### config.mk
export PLATFORM = sky130hd
export DESIGN_NAME = fluxo_dados
export DESIGN_NICKNAME = d
export VERILOG_FILES = /design/src/rtl/fluxo_dados_pkg.sv /design/src/rtl/fluxo_dados_rom.sv /design/src/rtl/fluxo_dados.sv
export SDC_FILE = /design/constraint.sdc
export NUM_CORES = 1
export LEC_CHECK = 0
export ABC_AREA = 0
export BUFFER_PORTS_ARGS = -buffer_cell sky130_fd_sc_hd__buf_2
export CAP_MARGIN = 25
export CORE_AREA = 2 2 65 67
export CTS_BUF_LIST = sky130_fd_sc_hd__clkbuf_8
export CTS_CLUSTER_SIZE = 28
export DETAILED_ROUTE_END_ITERATION = 8
export DIE_AREA = 0 0 67 69
export PLACE_DENSITY_LB_ADDON = 0.3
export SKIP_LAST_GASP = 1
export SLEW_MARGIN = 15
export SYNTH_ARGS = -nofsm -noshare
export SYNTH_HDL_FRONTEND = slang
export SYNTH_SLANG_ARGS = --single-unit
### constraint.sdc
create_clock -name clock -period 2.97 [get_ports clock]
set_clock_uncertainty 0.05 [all_clocks]
set_input_delay 0.297 -clock clock [delete_from_list [all_inputs] [get_ports clock]]
set_output_delay 0.297 -clock clock [all_outputs]
set_load 0.02 [all_outputs]
### src/rtl/fluxo_dados_pkg.sv
// Shared game constants for the controller and datapath, plus the fixed
// contents of the sequence memory.
package fluxo_dados_pkg;

  localparam int TIMEOUT_CICLOS_PADRAO = 5000;
  localparam int MEM_PROF              = 16;
  localparam int DADO_W                = 4;
  localparam int ADDR_W                = $clog2(MEM_PROF);

  // Expected play for each round position; every entry is one-hot.
  function automatic logic [DADO_W-1:0] rom_dado(input logic [ADDR_W-1:0] endereco);
    logic [DADO_W-1:0] dado;
    dado = '0;
    case (endereco)
      4'd0:  dado = 4'h1;
      4'd1:  dado = 4'h2;
      4'd2:  dado = 4'h4;
      4'd3:  dado = 4'h8;
      4'd4:  dado = 4'h4;
      4'd5:  dado = 4'h2;
      4'd6:  dado = 4'h1;
      4'd7:  dado = 4'h1;
      4'd8:  dado = 4'h2;
      4'd9:  dado = 4'h2;
      4'd10: dado = 4'h4;
      4'd11: dado = 4'h4;
      4'd12: dado = 4'h8;
      4'd13: dado = 4'h8;
      4'd14: dado = 4'h1;
      4'd15: dado = 4'h4;
      default: dado = '0;
    endcase
    return dado;
  endfunction

endpackage

### src/rtl/fluxo_dados_rom.sv
// Read-only 16x4 sequence memory; the read is asynchronous despite the
// legacy module name.
module sync_rom_16x4
  import fluxo_dados_pkg::*;
(
  input  logic [ADDR_W-1:0] endereco,
  output logic [DADO_W-1:0] saida
);

  assign saida = rom_dado(endereco);

endmodule

### src/rtl/fluxo_dados.sv
// Game datapath: address/limit counters, play register, sequence memory,
// inactivity timeout and button press edge detector.
module fluxo_dados
  import fluxo_dados_pkg::*;
#(
  parameter int TIMEOUT_CICLOS = TIMEOUT_CICLOS_PADRAO
) (
  input  logic       clock,
  input  logic       reset,
  input  logic       zeraC,
  input  logic       contaC,
  input  logic       zeraR,
  input  logic       registraR,
  input  logic       conta,
  input  logic       zeraCL,
  input  logic       contaCL,
  input  logic [3:0] botoes,
  output logic       igual,
  output logic       fimRodada,
  output logic       fimTotal,
  output logic       fimT,
  output logic       jogada,
  output logic [3:0] db_contagem,
  output logic [3:0] db_limite,
  output logic [3:0] db_jogada,
  output logic [3:0] db_memoria,
  output logic       db_tem_jogada
);

  // A one-cycle timeout still needs a 1-bit counter to hold the value 0.
  localparam int              TW    = (TIMEOUT_CICLOS > 1) ? $clog2(TIMEOUT_CICLOS) : 1;
  localparam logic [TW-1:0]   T_MAX = TW'(TIMEOUT_CICLOS - 1);
  localparam logic [ADDR_W-1:0] CL_MAX = '1;

  logic [ADDR_W-1:0] c_q;
  logic [ADDR_W-1:0] cl_q;
  logic [DADO_W-1:0] r_q;
  logic [TW-1:0]     t_q;
  logic              s_prev_q;
  logic [DADO_W-1:0] mem_dado;
  logic              tem_jogada;

  assign tem_jogada = |botoes;

  sync_rom_16x4 u_rom (
    .endereco (c_q),
    .saida    (mem_dado)
  );

  always_ff @(posedge clock or posedge reset) begin
    if (reset) begin
      c_q      <= '0;
      cl_q     <= '0;
      r_q      <= '0;
      t_q      <= '0;
      s_prev_q <= 1'b0;
    end else begin
      if (zeraC)       c_q <= '0;
      else if (contaC) c_q <= c_q + 1'b1;

      if (zeraCL)                          cl_q <= '0;
      else if (contaCL && cl_q != CL_MAX)  cl_q <= cl_q + 1'b1;

      if (zeraR)          r_q <= '0;
      else if (registraR) r_q <= botoes;

      // Timeout only accumulates over an unbroken run of conta cycles.
      if (!conta)           t_q <= '0;
      else if (t_q != T_MAX) t_q <= t_q + 1'b1;

      s_prev_q <= tem_jogada;
    end
  end

  assign igual     = (r_q == mem_dado);
  assign fimRodada = (c_q == cl_q);
  assign fimTotal  = (cl_q == CL_MAX);
  assign fimT      = conta & (t_q == T_MAX);
  assign jogada    = tem_jogada & ~s_prev_q;

  assign db_contagem   = c_q;
  assign db_limite     = cl_q;
  assign db_jogada     = r_q;
  assign db_memoria    = mem_dado;
  assign db_tem_jogada = tem_jogada;

endmodule
==> summary.md <==
| Metric | Value |
|---|---|
| Vias in the first global route | ~1100 |
| Die ar. | ~0.0046 mm² |
| # setup viols final | 0 |
| RSZ-0062 raised after global routing | no |
| Max clock buf depth | 2 |
| Post-synth EDFFs | 0 |
| Avg WL per Cell | about 13 µm |
| Crit path buffers/inverters | 2 |
| Crit-path slowest cell | dfrtp_1 |
| Placed insts | between 200 and 250 |
| Post-synthesis cell count | roughly 150 |
| Postcts setup bufs | 0 |
| Largest net degree at the start of global routing | 27 |
| Overflow after GRT | 0 |
| CP arrival | about 2.3 ns |
| RD Place Congestion | between 0.7 and 0.8 |
| Min Tclk post-route | ~2.6 ns |
| Final setup TNS | 0 ns |
| All-Layer GR Usage | about an eighth |
| Detailed Route WL | just under 3000 µm |
| Hpwl dp | roughly 2200 µm |
| Post-CTS Resized | 0 |
| Synth Flop Type | dfrtp_1 |
| # IOs | 35 |
| CTS Buf Count | 3 |
| First-iteration detailed-routing DRC count | 43 |
| Yosys warns | 0 |
| Synth async-reset ratio | 100% |
| Adder-Cell Fraction of Synth Area | under 10% |
| Die Y | 69 µm |
| Post-synthesis average cell area | 10.2 µm² |
| Initial antenna violation count | 0 |
| CP Capture Type | output pin |
| PwrDens | about 420 mW/mm² |
| Slowest stage delay, CP | between 0.5 and 0.6 ns |
| Syn Std Cell Area | 0.00149 mm² |
| Simple-Gate Fraction of Synth Area | 22.8% |
| Crit Path Max Fanout | 10 |
| Die width | about 67 µm |
| Routed vias | between 1000 and 1500 |
| I/O Buffers | 34 |
| Max Cap Viol | 0 |
| Compound-Gate Fraction of Synth Area | around 6.1% |
| Total power | around 750 µW |
| Cell family with most CP delay | flip-flops |
| Crit path kind | flop to output pin |
| Clock Sinks | 26 |
| Ant. Diodes | 0 |
| Synth Register Bits | 26 |
| TritonRoute pass-1 iters | 4 |
| Number of nets with antenna violations after routing | 0 |
| Critical Path RT | 2.62 ns |
| Crit path cell chain | inv_1 -> ha_1 -> mux4_2 -> xor2_1 -> nor4_1 -> buf_2 |
| Rel. slew slack | between 60% and 70% |
| Critical Path Source Type | flop |
| Reg clk slew, reported paths | 0.09 ns |
| WHS | -0.0200 ns |
| Worst min-delay path class | input pin to async pin |
| Violated checks | negative hold slack |
| H-tree depth | 1 |
| Post-route DRC | 0 |
| Final cycle utilization of the critical path | 87.8% |
| Finished Core Util | 45.4% |
| XOR/XNOR share of the synthesized area | ~11% |
| Row cnt | 23 |
| Nets | between 200 and 250 |
| Mapped Nets | roughly 170 |
| CTS Hold Bufs | 0 |
| Area grow syn2layout | 19.3% |
| Worst Tran Pin Value | between 0.4 and 0.5 ns |
| Clock Latency Late Sink | 0.27 ns |
| Layout cells sized above 1 | approximately 25% |
| Slew Viols, Final | 0 |
| Initial core utilization | between 30% and 40% |
| Mux cell area share after synthesis | under 10% |
| TritonCTS clock tree | done |
| Max IR drop VDD | 0.171 mV |
| Leakage | approximately 0.9 nW |
| Fmax | between 0.3 and 0.4 GHz |
| Core ar. | 0.00391 mm² |
| Via density | around 5 |
| Synth unique cells | 32 |
| Status | complete, but fails checks |
| Root Driver | clkbuf_8 |
| Largest family of logic cells by synthesized area | simple AND/OR/NAND/NOR gates |
| Final hold vios | 11 |
| Post-Layout Cell Count | 231 |
| Sequential cell area fraction in the yosys report | a little over two fifths |
| First-pass GRT wire length | roughly 4800 µm |
per-stage QoR:
stage | setup WS [ns] | instance area [µm²]
3_5_place_dp | 0.671 | 1710
6_report | 0.363 | 1780
2_1_floorplan | 0.265 | 1490
5_1_grt | 0.232 | 1780
4_1_cts | 0.366 | 1760
3_3_place_gp | 0.757 | 1710
final cells by class:
cell class | instances | area, µm²
fill | 399 | 2140
multi-input combinational | 110 | 802
sequential | 26 | 651
timing repair buffer | 35 | 185
tap | 50 | 62.6
clock buffer | 4 | 55.1
inverter | 6 | 22.5
path summary, 6_finish.rpt:
kind                                             to  cells after the start                  startpoint  slack (ns)
setup / recovery                              igual                      6  db_contagem[1]$_DFFE_PP0P_        0.36
hold / removal                   s_prev_q$_DFF_PP0_                      2                       reset       -0.02
setup reg to reg                 t_q[1]$_DFFE_PP0P_                      4          t_q[4]$_DFFE_PP0P_        1.09
hold reg to reg            db_jogada[1]$_DFFE_PP0P_                      2    db_jogada[1]$_DFFE_PP0P_        0.54
max in group asynchronous  db_limite[3]$_DFFE_PP0P_                      3                       reset        2.42
min in group clock         db_limite[1]$_DFFE_PP0P_                      2                      zeraCL        0.16
cells in the mapped netlist (all sizes together), types with 5 or more instances:
cell type / n / area (µm²)
ha: 8 / 100
nand3: 9 / 45.0
and2: 7 / 45.1
nor2: 12 / 45.0
o21ai: 5 / 25.0
mux2i: 7 / 70.1
nand2: 8 / 30.0
a21boi: 5 / 37.5
inv: 6 / 22.5
xor2: 16 / 140
or3: 5 / 32.5
dfrtp: 26 / 651
cells by family (layout without fill, tap and decap cells):
kind of cell,after synthesis,count (layout)
simple gates,60,60
flops,26,26
xor+xnor,19,19
compound gates,14,14
buf+inv,10,45
mux,9,9
fa+ha+maj,8,8
sequential cells by signal (all words and copies together) (netlist names):
register / cells
t_q: 13
db_contagem: 4
db_jogada: 4
db_limite: 4
s_prev_q: 1
cell usage in the layout (no fill, tap or decap), drive strengths merged, types with 2 or more instances in the layout:
master	count
nand3	9
nor2	12
xor2	16
or3	5
nor3	4
mux2i	7
nor4	3
buf	35
a21boi	5
inv	6
and2	7
clkbuf	4
o21ai	5
xnor2	3
nand2	8
dfrtp	26
nand4	4
or4b	2
nor2b	3
ha	8
layer usage:
metal	track usage (%)	share of wire [%]
met5	0	0
met4	4.76	1.4
met3	1.96	5.5
met2	20.9	47
met1	18.3	46
report_power, final:
group	switching, mW	internal (mW)
clock	0.108	0.118
combinational	0.0819	0.0564
sequential	0.0201	0.366
total	0.210	0.541
Note: power is estimated with default switching activity, not from simulation.
